`src/rtl/keypad_scan_d.sv`:
```
// 4x4 matrix keypad reader.
// Drives one active-low column at a time and samples the active-low rows
// through a two-flop synchroniser. A press or release is accepted only after
// DEBOUNCE_CNT consecutive stable cycles. An accepted key produces a hex code
// with a one-cycle valid strobe. The last two accepted codes are kept on Y1
// (older) and Y0 (newer), ready for the 7-segment display scanner.
module keypad_scan_d #(
    parameter int SCAN_DIV     = 1024,
    parameter int DEBOUNCE_CNT = 100000
) (
    input  logic       aclk,
    input  logic       areset,
    input  logic [3:0] row,
    output logic [3:0] col,
    output logic [3:0] key_code,
    output logic       key_valid,
    output logic       key_down,
    output logic [3:0] Y0,
    output logic [3:0] Y1
);

    localparam int DW  = (SCAN_DIV > 1) ? $clog2(SCAN_DIV) : 1;
    localparam int DBW = (DEBOUNCE_CNT > 1) ? $clog2(DEBOUNCE_CNT) : 1;
    localparam logic [DW-1:0]  DWELL_LAST = DW'(SCAN_DIV - 1);
    localparam logic [DBW-1:0] DEB_LAST   = DBW'(DEBOUNCE_CNT - 1);

    typedef enum logic [1:0] {
        ST_SCAN     = 2'd0,
        ST_DEBOUNCE = 2'd1,
        ST_HELD     = 2'd2,
        ST_RELEASE  = 2'd3
    } state_t;

    state_t         state_r;
    logic [3:0]     sync1_r;
    logic [3:0]     sync2_r;
    logic [3:0]     row_s;
    logic [3:0]     pat_r;
    logic [1:0]     col_idx_r;
    logic [1:0]     col_next_s;
    logic [DW-1:0]  dwell_r;
    logic [DBW-1:0] deb_r;
    logic [3:0]     code_s;

    // True when exactly one row line is pulled low (a single, unambiguous key).
    function automatic logic single_zero(input logic [3:0] p);
        logic [3:0] z;
        z = ~p;
        return (z != 4'd0) && ((z & (z - 4'd1)) == 4'd0);
    endfunction

    // Index of the low row line; only meaningful when single_zero() holds.
    function automatic logic [1:0] zero_index(input logic [3:0] p);
        logic [1:0] idx;
        case (p)
            4'b1110: idx = 2'd0;
            4'b1101: idx = 2'd1;
            4'b1011: idx = 2'd2;
            4'b0111: idx = 2'd3;
            default: idx = 2'd0;
        endcase
        return idx;
    endfunction

    // Keypad legend: row r, column c -> hex code ('*' is E, '#' is F).
    function automatic logic [3:0] key_lookup(input logic [1:0] r, input logic [1:0] c);
        logic [3:0] k;
        case ({r, c})
            4'b00_00: k = 4'h1;
            4'b00_01: k = 4'h2;
            4'b00_10: k = 4'h3;
            4'b00_11: k = 4'hA;
            4'b01_00: k = 4'h4;
            4'b01_01: k = 4'h5;
            4'b01_10: k = 4'h6;
            4'b01_11: k = 4'hB;
            4'b10_00: k = 4'h7;
            4'b10_01: k = 4'h8;
            4'b10_10: k = 4'h9;
            4'b10_11: k = 4'hC;
            4'b11_00: k = 4'hE;
            4'b11_01: k = 4'h0;
            4'b11_10: k = 4'hF;
            4'b11_11: k = 4'hD;
            default:  k = 4'h0;
        endcase
        return k;
    endfunction

    // One-hot-low column drive pattern for a column index.
    function automatic logic [3:0] col_drive(input logic [1:0] idx);
        logic [3:0] d;
        case (idx)
            2'd0:    d = 4'b1110;
            2'd1:    d = 4'b1101;
            2'd2:    d = 4'b1011;
            2'd3:    d = 4'b0111;
            default: d = 4'b1110;
        endcase
        return d;
    endfunction

    assign row_s      = sync2_r;
    assign col_next_s = col_idx_r + 2'd1;
    assign code_s     = key_lookup(zero_index(pat_r), col_idx_r);

    // Two-flop synchroniser for the asynchronous row lines (idle high).
    always_ff @(posedge aclk) begin
        if (areset) begin
            sync1_r <= 4'hF;
            sync2_r <= 4'hF;
        end else begin
            sync1_r <= row;
            sync2_r <= sync1_r;
        end
    end

    // Scan / debounce / held / release controller with registered outputs.
    always_ff @(posedge aclk) begin
        if (areset) begin
            state_r   <= ST_SCAN;
            col_idx_r <= 2'd0;
            col       <= 4'b1110;
            dwell_r   <= '0;
            deb_r     <= '0;
            pat_r     <= 4'hF;
            key_code  <= 4'h0;
            key_valid <= 1'b0;
            key_down  <= 1'b0;
            Y0        <= 4'h0;
            Y1        <= 4'h0;
        end else begin
            key_valid <= 1'b0;
            case (state_r)
                ST_SCAN: begin
                    if (dwell_r == DWELL_LAST) begin
                        dwell_r <= '0;
                        if (row_s == 4'hF) begin
                            col_idx_r <= col_next_s;
                            col       <= col_drive(col_next_s);
                        end else begin
                            pat_r   <= row_s;
                            deb_r   <= '0;
                            state_r <= ST_DEBOUNCE;
                        end
                    end else begin
                        dwell_r <= dwell_r + DW'(1);
                    end
                end
                ST_DEBOUNCE: begin
                    if (row_s != pat_r) begin
                        // Bounce or glitch: drop it and move on to the next column.
                        state_r   <= ST_SCAN;
                        dwell_r   <= '0;
                        col_idx_r <= col_next_s;
                        col       <= col_drive(col_next_s);
                    end else if (deb_r == DEB_LAST) begin
                        // Multi-key patterns are ambiguous: hold them off but emit nothing.
                        if (single_zero(pat_r)) begin
                            key_code  <= code_s;
                            Y1        <= Y0;
                            Y0        <= code_s;
                            key_valid <= 1'b1;
                        end else begin
                            key_valid <= 1'b0;
                        end
                        key_down <= 1'b1;
                        state_r  <= ST_HELD;
                    end else begin
                        deb_r <= deb_r + DBW'(1);
                    end
                end
                ST_HELD: begin
                    if (row_s == 4'hF) begin
                        deb_r   <= '0;
                        state_r <= ST_RELEASE;
                    end else begin
                        state_r <= ST_HELD;
                    end
                end
                ST_RELEASE: begin
                    if (row_s != 4'hF) begin
                        state_r <= ST_HELD;
                    end else if (deb_r == DEB_LAST) begin
                        key_down  <= 1'b0;
                        state_r   <= ST_SCAN;
                        dwell_r   <= '0;
                        col_idx_r <= col_next_s;
                        col       <= col_drive(col_next_s);
                    end else begin
                        deb_r <= deb_r + DBW'(1);
                    end
                end
                default: begin
                    state_r   <= ST_SCAN;
                    dwell_r   <= '0;
                    col_idx_r <= 2'd0;
                    col       <= 4'b1110;
                end
            endcase
        end
    end

endmodule

```
`config.mk`:
```
export PLATFORM = sky130hd
export DESIGN_NAME = keypad_scan_d
export DESIGN_NICKNAME = d
export VERILOG_FILES = /design/src/rtl/keypad_scan_d.sv
export SDC_FILE = /design/constraint.sdc
export NUM_CORES = 1
export LEC_CHECK = 0
export BUFFER_PORTS_ARGS = -buffer_cell sky130_fd_sc_hd__buf_4
export CORE_MARGIN = 4
export CORE_UTILIZATION = 30
export DETAILED_ROUTE_END_ITERATION = 8
export GPL_TIMING_DRIVEN = 1
export PLACE_DENSITY = 0.42
export SLEW_MARGIN = 30
export SYNTH_ARGS = -nofsm -noshare
export SYNTH_HDL_FRONTEND = slang
export SYNTH_SLANG_ARGS = --single-unit
```
`constraint.sdc`:
```
create_clock -name aclk -period 3.8 [get_ports aclk]
set_clock_uncertainty 0.05 [all_clocks]
set_input_delay 0.19 -clock aclk [delete_from_list [all_inputs] [get_ports aclk]]
set_output_delay 0.19 -clock aclk [all_outputs]
set_load 0.05 [all_outputs]
```
# After elaboration in Yosys (flattened, before gate mapping)
# Memories as Yosys holds them, arrays and structs flattened. A register that Yosys moved wholly into a read port is not among the register bits.
# Index checks and enable logic that the tools add are counted.
# classes
mul,0
muxes,40
div_mod_pow,0
bitwise,6
eq_ne,25
n_reduce_logical,15
n_shift,0
addsub,4
order_cmp,0
# ops
operator,n
2-to-1 mux 17 bit,6
one-hot mux 17 bit (4 select lines),1
2-to-1 mux 10 bit,4
one-hot mux 10 bit (3 select lines),1
2-to-1 mux 2 bit,11
2-to-1 mux 4 bit,5
!= test 2 bit (second input constant),9
adder 17 x 1 -> 17 bit (second input constant),1
equality test 17 bit (second input constant),1
one-hot mux 4 bit (4 select lines),1
equality test 4 bit (second input constant),3
one-hot mux 2 bit (3 select lines),2
one-hot mux 4 bit (3 select lines),1
AND reduction 4 bit,3
adder 10 x 1 -> 10 bit (second input constant),1
equality test 10 bit (second input constant),1
AND reduction 5 bit,2
equality test 2 bit (second input constant),4
one-hot mux 2 bit (4 select lines),1
2-to-1 mux 1 bit,6
!= test 3 bit (second input constant),2
AND reduction 6 bit,1
AND 4 bit,1
equality test 2 x 1 -> 1 bit (second input constant),2
other kinds (16),20
# word_totals
mem_bits_rw,0
out_inout_bits,18
elab_cells,102
inputBits,6
ff_bits,53
latchBits,0
rom_bits,64
memories,1
# memory_table
memory,depth,word_bits,read_ports,rd_clocked_by_memory_dff,write_ports,line_no,text
(name not given),16,4,1,1,0,68,"case ({r, c})"

# Depth between registers and ports, before layout
# Gate-level depths: netlist of run 1.
# logic_depth
word_depth,6
depth_mapped,7
depth_no_buf,6

# Worst setup path before layout of run 1
# Ideal clock, no wire load.
# synth_path
kind,flip-flop to flip-flop
startpoint,register deb_r[13]
endpoint,register deb_r[13]
required_ps,3630
n_path_buf,1
path_stages_with_launch,7
period_less_slack_ps,2432
arrival_ps,2262
setup_slack_ps,1368
cell_sequence,dfxtp_1 > or4b_4 > or4_4 > a221oi_4 > buf_6 > a21oi_1 > o31a_1
# synth_between
elab_chain_len,4
elab_cells_between_ends,6
classes_between,add/sub: 1; eq/ne: 1; mux: 4
# synth_lines
item,line_no,text
start: declaration,42,logic [DBW-1:0] deb_r;
start signal: assignment,170,deb_r <= deb_r + DBW'(1);
start signal: assignment,191,deb_r <= deb_r + DBW'(1);
adder 17 x 1 -> 17 bit / equality test 17 bit (equally long branches),-,
2-to-1 mux 17 bit (*),"157, 184",
"2-to-1 mux 17 bit, on equally long branches","182, 151",
one-hot mux 17 bit (4 select lines) (*),134,case (state_r)
# Mark *: on every way between the ends. The rest lies on a longest branch, timed or not. The select of a mux whose other input is x is not followed.
# A chain may end at the register's enable or synchronous reset.

# Worst setup path in the final report of run 1
# layout_path
startpoint,register deb_r[7]
endpoint,register deb_r[12]
# Same word-level chain as after synthesis.

==> flow_metrics.py, run 1 <==
metrics = {
    "timing": {
        "fmax_mhz": 343.9,
        "setup_slack_ps": 892.0,
        "rsz0062_at_grt": "false",
        "worst_pin_slew_ps": 825.3,
        "relSlewSlack": 0.4498,
        "final_hold_viol_count": 0,
        "maxSlewViolCount": 0,
        "finalCritPeriodShare": 0.7653,
        "min_period_ps": 2908,
        "setup_viol": 0,
        "final.setup.tns_ps": 0,
    },
    "floorplan": {
        "fp-row-count": 37,
        "die_h_um": 111.0,
        "initial_utilization": 0.3084,
        "die_width_um": 111.0,
        "die-area_um2": 12330,
        "core_um2": 10320,
        "ioPinCount": 24,
    },
    "logic_synthesis": {
        "synth_top_family_by_area": "simple AND/OR/NAND/NOR gates",
        "avgSynthCellArea_um2": 8.491,
        "seq_area_frac_synth": 0.3583,
        "ys_top_cells_by_area": "dfxtp_1 (36%), a21oi_1 (4.7%), nand2_1 (4.1%)",
        "synth_cells": 375,
        "muxShareOfSynthArea": 0.04597,
        "synth_top_area_share": 0.3583,
        "synth_top_area_cell": "dfxtp_1",
        "synthAdderAreaFrac": 0.03143,
        "synth_warnings": 0,
        "syn-cell-area_um2": 3184,
        "synth-main-ff-cell": "dfxtp_1",
        "synth_compound_area_frac": 0.2008,
        "async_reset_ff_frac": 0,
        "yosys_register_bits": 57,
        "synth_simple_gate_area_frac": 0.2861,
        "ys_types": 68,
        "synth_xor_xnor_area_share": 0.01925,
        "synthesis.nets": 389,
        "synth-edff-count": 0,
    },
    "drt": {
        "drtIter0Drc": 157,
        "wire_per_inst_um": 15.45,
        "drc": 0,
        "vias": 2845,
        "detail_route.wirelength_um": 8299,
        "via_per_inst": 5.298,
        "firstDrtPassIters": 5,
        "antenna_left": 0,
    },
    "clock_tree": {
        "cts_buffers": 9,
        "cts_hold_buf": 4,
        "cts_max_level": 3,
        "clk_pin_slew_ps": 70,
        "post_cts_buffers": 0,
        "cts_buffer_depth": 2,
        "cts_tree": "done",
        "cts_resized": 0,
        "root_buffer": "clkbuf_8",
        "cts.sinks": 57,
        "clk-insertion-delay-late_ps": 350,
    },
    "pwr": {
        "max-vdd-ir-drop_v": 0.0001809,
        "p_comb_frac": 0.039,
        "p_seq_frac": 0.461,
        "p_int_mw": 1.028,
        "pwr_density_cell_nw_per_um2": 357.8,
        "switching_share": 0.2244,
        "p_clk_frac": 0.500,
        "power.leakage_nw": 1.355,
        "p_switching_mw": 0.2974,
    },
    "job": {
        "cap_viol_max_count": 0,
    },
    "worst_setup_path": {
        "setup.worst_path.end_class": "register",
        "crit_type": "reg -> reg",
        "ff2ff_setup_slack_ps": 890,
        "required_ps": 3990,
        "reg2reg_from": "deb_r[7]",
        "reg2reg_depth": 5,
        "r2r_end": "deb_r[12]",
        "cp-start-kind": "register",
        "worstPathArrival_ps": 3100,
        "worst-path-max-fanout": 16,
    },
    "global_routing": {
        "grt_pass1_vias": 2744,
        "overflow": 0,
        "grt_antenna_before_repair": 0,
        "grt_start_max_net_pins": 50,
        "track_usage": 0.1373,
        "grt_pass1_wl_um": 13940,
    },
    "cells_and_area": {
        "n_antenna_cell": 0,
        "final_common_cell": "dfxtp_1",
        "drive_above_1_share": 0.1920,
        "nets": 410,
        "area_growth_pct": 16.35,
        "layout_common_cells": "dfxtp_1 (57), nand2_1 (35), nor2_1 (30), a21oi_1 (30), buf_4 (30)",
    },
    "min_path": {
        "min_path_cells": 2,
        "min_path_type": "in -> reg",
        "hp-start": "areset",
        "holdPathEnd": "state_r[0]",
    },
    "placement": {
        "dpl_worst_slack_ps": 942.0,
        "dp_hpwl_um": 5548,
        "place.gp.congestion": 0.8144,
        "portBuffers": 23,
    },
    "outcome": {
        "status": "completed",
    },
}
critical path, stage by stage (launching register included):
cell,delay [ps]
dfxtp_1,390
or4bb_1,560
or4_4,560
a221oi_4,770
a21oi_1,180
o221a_2,300
sequential cells by signal (all words and copies together), names as in the netlist:
signal / flops
key_valid: 1
state_r: 2
col_idx_r: 2
col: 4
pat_r: 4
sync1_r: 4
row_s: 4
Y1: 4
dwell_r: 10
Y0: 4
deb_r: 17
key_down: 1
layer usage:
metal	GRT usage	part of all wire
met1	0.1812	0.48
met4	0.03812	0.011
met3	0.03930	0.035
met2	0.2197	0.47
met5	0	0
how the worst max path moves through the flow:
stage | start | to | slack [ps] | cells past startpoint
6_report | deb_r[7] | deb_r[12] | 890 | 5
5_1_grt | pat_r[1] | deb_r[10] | 720 | 5
4_1_cts | deb_r[13] | deb_r[12] | 910 | 5
3_5_place_dp | deb_r[13] | deb_r[10] | 940 | 5
3_3_place_gp | deb_r[13] | deb_r[12] | 1000 | 5
2_1_floorplan | deb_r[13] | deb_r[13] | 1370 | 6
synthesized netlist by cell type (all sizes together), types with 6 or more instances:
master and instances:
or2 10, clkbuf 18, a21oi 31, nand2 36, o21ai 16, nor2 30
nand3 24, and3 6, o22ai 6, nor4 8, nand4 9, nor3 6
a31oi 6, dfxtp 57, inv 9, mux2i 9, ha 8, buf 6
o32ai 6
per-stage QoR:
stage                     area, µm²  power [mW]  utilization  std cells  hold slack, ps
after floorplan                3184      0.6567            -        375           243.8
after global placement         3436      0.6742       0.3328        517           325.3
after detailed placement       3436      0.6743       0.3328        517           327.1
after CTS                      3705       1.344       0.3589        537           263.1
after global routing           3705       1.377       0.3589        537           296.0
final                          3705       1.326       0.3589        537           270.9
cell families after synthesis:
family,count (synthesis)
buffers and inverters,35
xor gates and xnor gates,7
and+or+nand+nor,160
AOI/OAI and AO/OA,95
muxes,13
DFF,57
adders and majority gates,8
power groups by stage:
stage	Combinational, mW	Sequential, mW	Clock (mW)
after global routing	0.0575	0.612	0.707
after global placement	0.0491	0.625	0
final	0.0518	0.611	0.663
after CTS	0.0524	0.611	0.680
after detailed placement	0.0493	0.625	0
after floorplan	0.0302	0.627	0
final cells by class:
type / instances / area [µm²]
fillers: 1066 / 6619
multi-input cells: 283 / 1858
flip-flops and latches: 57 / 1141
repair buffers: 34 / 265.3
well taps: 136 / 170.2
clock buffers: 11 / 151.4
clock inverters: 5 / 77.57
inverters: 11 / 41.29
(Power assumes the default switching activity.)
==> run 2: changes to the inputs <==
--- a/config.mk
+++ b/config.mk
@@ -10,7 +10,7 @@
 export CORE_UTILIZATION = 30
 export DETAILED_ROUTE_END_ITERATION = 8
 export GPL_TIMING_DRIVEN = 1
-export PLACE_DENSITY = 0.42
+export PLACE_DENSITY = 0.43
 export SLEW_MARGIN = 30
 export SYNTH_ARGS = -nofsm -noshare
 export SYNTH_HDL_FRONTEND = slang
==> constraint.sdc (replaced) <==
create_clock -name aclk -period 2.42 [get_ports aclk]
set_clock_uncertainty 0.05 [all_clocks]
set_input_delay 0.121 -clock aclk [delete_from_list [all_inputs] [get_ports aclk]]
set_output_delay 0.121 -clock aclk [all_outputs]
set_load 0.05 [all_outputs]
==> flow_metrics.py, run 2 (synthesis gave the netlist of run 1 again) <==
metrics = {
    "outcome": {
        "status": "complete, but fails checks",
        "violations": "setup timing",
    },
    "cells_and_area": {
        "n_antenna_cell": 0,
        "layout_common_cells": "buf_4 (58), dfxtp_1 (53), nand2_1 (35)",
        "final_common_cell": "buf_4",
        "top_register": "deb_r",
        "drive_above_1_share": 0.2979,
        "nets": 442,
        "area_growth_pct": 27.90,
        "largest_reg_flops": 17,
        "largestRegisters": "deb_r x17, dwell_r x10",
        "final_cells": 569,
    },
    "worst_setup_path": {
        "worstPathArrival_ps": 2660,
        "crit_type": "reg -> reg",
        "required_ps": 2590,
        "worst_path_max_delay_cell": "or4_4",
        "cp-start-kind": "register",
        "crit_family": "simple AND/OR/NAND/NOR gates",
        "worst-path-max-fanout": 8,
        "path_cells": "or4bb_4, or4_4, a221oi_4, buf_12, a21oi_1, a311o_1",
        "cp.buffers_inverters": 1,
        "setup.worst_path.end_class": "register",
        "cp_slowest_stage_delay_ps": 560,
    },
    "job": {
        "cap_viol_max_count": 0,
    },
    "floorplan": {
        "die_h_um": 111.0,
        "initial_utilization": 0.3084,
        "fp-row-count": 37,
        "ioPinCount": 24,
        "die-area_um2": 12330,
        "die_width_um": 111.0,
        "core_um2": 10320,
    },
    "drt": {
        "drc": 0,
        "via_per_inst": 5.236,
        "vias": 2979,
        "firstDrtPassIters": 4,
        "drtIter0Drc": 162,
        "antenna_left": 0,
        "wire_per_inst_um": 15.28,
        "detail_route.wirelength_um": 8695,
    },
    "placement": {
        "placed_cells": 544,
        "portBuffers": 23,
        "dpl_worst_slack_ps": -21.53,
        "place.gp.congestion": 0.8015,
        "dp_hpwl_um": 6033,
    },
    "clock_tree": {
        "cts.sinks": 57,
        "cts_max_level": 3,
        "root_buffer": "clkbuf_8",
        "cts_buffers": 9,
        "cts_tree": "done",
        "cts_buffer_depth": 2,
        "clk_pin_slew_ps": 80,
        "clk-insertion-delay-late_ps": 340,
    },
    "global_routing": {
        "grt_pass1_wl_um": 14890,
        "grt_pass1_vias": 2946,
        "grt_start_max_net_pins": 39,
        "grt_antenna_before_repair": 0,
        "overflow": 0,
        "track_usage": 0.1452,
    },
    "timing": {
        "setup_slack_ps": -65.25,
        "worst_pin_slew_ps": 698.0,
        "maxSlewViolCount": 0,
        "rsz0062_at_grt": "true",
        "min_period_ps": 2485,
        "setup_viol": 4,
        "worst_hold_slack_ps": 361.8,
        "fmax_mhz": 402.4,
        "final_hold_viol_count": 0,
        "relSlewSlack": 0.5346,
        "finalCritPeriodShare": 1.027,
    },
    "min_path": {
        "min_path_type": "reg -> reg",
    },
    "pwr": {
        "max-vdd-ir-drop_v": 0.0002892,
        "p_total_mw": 2.074,
        "pwr_density_cell_nw_per_um2": 509.2,
        "power.leakage_nw": 1.534,
    },
}
[run 2: changes by cell type in the layout (fill, tap and decap cells not counted), moves of 3 or more]
cell / previous run / this run
dfxtp_2: 0 / 4
o32ai_1: 6 / 1
a22oi_2: 0 / 5
a21oi_2: 1 / 4
buf_4: 30 / 58
a22oi_1: 5 / 0
dfxtp_1: 57 / 53
a21oi_1: 30 / 27
o32ai_2: 0 / 5
[run 2: cell type report]
| class | count | area [µm²] |
|---|---|---|
| timing repair buffer | 66 | 536.8 |
| clock buffer | 9 | 123.9 |
| fill | 1065 | 6251 |
| tap | 136 | 170.2 |
| clock inverter | 7 | 102.6 |
| multi-input combinational | 283 | 1952 |
| inverter | 11 | 41.29 |
| sequential | 57 | 1146 |
[run 2: timing repair]
item,CTS,global route
gates cloned,1,0
pin swaps,6,17
setup buffers,2,2
setup endpoints to repair,4,28
gates resized for setup,4,17
endpoints found under the hold margin,8,0
hold buffers,5,0
[run 2: path summary, 6_finish.rpt]
| kind | from | to | slack [ps] | depth (start not counted) |
|---|---|---|---|---|
| max | deb_r[5] | deb_r[10] | -70 | 6 |
| min | sync1_r[1] | row_s[1] | 360 | 1 |
| max reg2reg | deb_r[5] | deb_r[10] | -70 | 6 |
| min reg2reg | sync1_r[1] | row_s[1] | 360 | 1 |
[run 2: layer usage]
metal / up-vias / wire length (µm) / track usage
met1: 1432 / 4069 / 0.1820
met5: - / 0 / 0
met3: 15 / 211 / 0.03002
li1: 1496 / - / -
met2: 36 / 4240 / 0.2464
met4: 0 / 174 / 0.05191
[run 2: report_power, final]
| part | internal (mW) | leakage [nW] | switching, mW | total (mW) |
|---|---|---|---|---|
| clock | 0.590 | 0.110 | 0.434 | 1.02 |
| sequential | 0.949 | 0.464 | 0.0103 | 0.960 |
| combinational | 0.0392 | 0.960 | 0.0513 | 0.0905 |
[run 2: metrics by stage]
| step | utilization | setup TNS [ps] | cell area, µm² |
|---|---|---|---|
| after global routing | 0.3945 | -1291 | 4073 |
| after CTS | 0.3870 | -137.7 | 3995 |
| after detailed placement | 0.3556 | -37.23 | 3671 |
| after floorplan | - | 0 | 3192 |
| after global placement | 0.3556 | 0 | 3671 |
| final | 0.3945 | -212.3 | 4073 |
==> run 3: changes to the inputs <==
--- a/config.mk
+++ b/config.mk
@@ -11,6 +11,7 @@
 export DETAILED_ROUTE_END_ITERATION = 8
 export GPL_TIMING_DRIVEN = 1
 export PLACE_DENSITY = 0.43
+export SETUP_SLACK_MARGIN = 0.5
 export SLEW_MARGIN = 30
 export SYNTH_ARGS = -nofsm -noshare
 export SYNTH_HDL_FRONTEND = slang
==> flow_metrics.py, run 3 (synthesis gave the netlist of run 1 again) <==
metrics = {
    "floorplan": {
        "ioPinCount": 24,
        "die_width_um": 111.0,
        "initial_utilization": 0.3084,
        "die-area_um2": 12330,
        "core_um2": 10320,
        "fp-row-count": 37,
        "die_h_um": 111.0,
    },
    "timing": {
        "final_hold_viol_count": 0,
        "worst_hold_slack_ps": 190.4,
        "setup_viol": 0,
        "worst_pin_slew_ps": 569.3,
        "maxSlewViolCount": 0,
        "min_period_ps": 2418,
        "fmax_mhz": 413.5,
        "finalCritPeriodShare": 0.9993,
        "relSlewSlack": 0.6205,
        "final.setup.tns_ps": 0,
        "rsz0062_at_grt": "true",
    },
    "pwr": {
        "p_switching_mw": 0.4806,
        "power.leakage_nw": 1.642,
        "p_int_mw": 1.701,
        "p_comb_frac": 0.045,
        "switching_share": 0.2203,
        "max-vdd-ir-drop_v": 0.0002724,
        "p_total_mw": 2.182,
        "pwr_density_cell_nw_per_um2": 507.8,
        "p_clk_frac": 0.515,
        "p_seq_frac": 0.440,
    },
    "global_routing": {
        "track_usage": 0.1452,
        "grt_pass1_wl_um": 14610,
        "grt_start_max_net_pins": 49,
        "grt_pass1_vias": 2821,
        "grt_antenna_before_repair": 0,
        "overflow": 0,
    },
    "clock_tree": {
        "cts_buffers": 9,
        "root_buffer": "clkbuf_8",
        "cts_tree": "done",
        "cts_buffer_depth": 2,
        "cts_max_level": 3,
        "clk_pin_slew_ps": 70,
        "clk-insertion-delay-late_ps": 350,
        "cts.sinks": 57,
    },
    "worst_setup_path": {
        "required_ps": 2610,
        "cp-start-kind": "register",
        "setup.worst_path.end_class": "register",
        "worst-path-max-fanout": 14,
        "ff2ff_setup_slack_ps": 2,
        "worstPathArrival_ps": 2610,
        "crit_type": "reg -> reg",
        "startpoint": "deb_r[12]",
        "reg2reg_from": "deb_r[12]",
    },
    "cells_and_area": {
        "drive_above_1_share": 0.3471,
        "layout_common_cells": "buf_4 (56), dfxtp_1 (50), nand2_1 (35)",
        "n_antenna_cell": 0,
        "final_common_cell": "buf_4",
        "num-fill-cells": 1044,
        "fin_util": 0.4162,
        "area_growth_pct": 34.93,
        "largest_reg_flops": 17,
        "largestRegisters": "deb_r x17, dwell_r x10",
        "top_register": "deb_r",
        "final_cells": 571,
        "nets": 444,
    },
    "min_path": {
        "hp-start": "areset",
        "min_path_type": "in -> reg",
    },
    "drt": {
        "drc": 0,
        "drtIter0Drc": 124,
        "via_per_inst": 5.278,
        "wire_per_inst_um": 15.58,
        "antenna_left": 0,
        "firstDrtPassIters": 4,
        "detail_route.wirelength_um": 8899,
        "vias": 3014,
    },
    "placement": {
        "portBuffers": 23,
        "placed_cells": 544,
        "place.gp.congestion": 0.7669,
        "dp_hpwl_um": 5986,
    },
    "job": {
        "cap_viol_max_count": 0,
    },
    "outcome": {
        "status": "completed",
    },
}
[run 3: changes by cell type in the layout (fill, tap and decap cells not counted), moves of 5 or more]
cell,change
a22oi_1,+5
a22oi_2,-5
o21ai_0,-12
o21ai_1,+5
o21ai_2,+7
o31ai_1,-5
[run 3: layout make-up]
| class | count | area [µm²] | area share |
|---|---|---|---|
| multi-input combinational | 283 | 2117 | 0.4927 |
| sequential | 57 | 1152 | 0.2682 |
| timing repair buffer | 68 | 571.8 | 0.1331 |
| tap | 136 | 170.2 | 0.03960 |
| clock buffer | 11 | 141.4 | 0.03291 |
| clock inverter | 5 | 102.6 | 0.02388 |
| inverter | 11 | 41.29 | 0.009610 |
[run 3: layer usage]
layer	vias to the layer above	wire length, µm	GRT usage
met1	1448	4265	0.1975
li1	1508	-	-
met4	0	112	0.04866
met5	-	0	0
met3	9	330	0.04039
met2	49	4190	0.2217
[run 3: per-stage QoR]
step	worst slack [ps]	cell area (µm²)
6_report	1.673	4297
5_1_grt	-78.66	4297
4_1_cts	3.317	4049
3_5_place_dp	23.80	3714
3_3_place_gp	29.08	3714
2_1_floorplan	18.03	3237
[run 3: timing repair]
| item | 4_1_cts | 5_1_grt |
|---|---|---|
| resized for setup | 18 | 49 |
| hold buffers | 4 | 0 |
| setup endpoints to repair | 49 | 49 |
| pin swaps | 2 | 21 |
| hold endpoints to repair | 4 | 0 |
| buffers inserted | 2 | 4 |
| gates cloned | 0 | 1 |
[run 3: worst paths after layout]
kind | cells past startpoint | end
max | 6 | deb_r[10]
min | 4 | pat_r[3]
max reg2reg | 6 | deb_r[10]
min reg2reg | 1 | row_s[0]
[run 3: power by group through the flow]
stage / Sequential, mW / Combinational (mW) / Clock [mW]
after CTS: 0.960 / 0.0938 / 1.16
after floorplan: 0.984 / 0.0499 / 0
after detailed placement: 0.981 / 0.0874 / 0
after global routing: 0.961 / 0.107 / 1.20
after global placement: 0.981 / 0.0865 / 0
final: 0.959 / 0.0979 / 1.12
[run 3: worst max-delay path, stage by stage, from the launching register on]
cell,delay (ps)
dfxtp_2,320
or4b_4,570
or4_4,520
a221oi_4,330
buf_12,180
a21oi_2,60
a311o_1,260
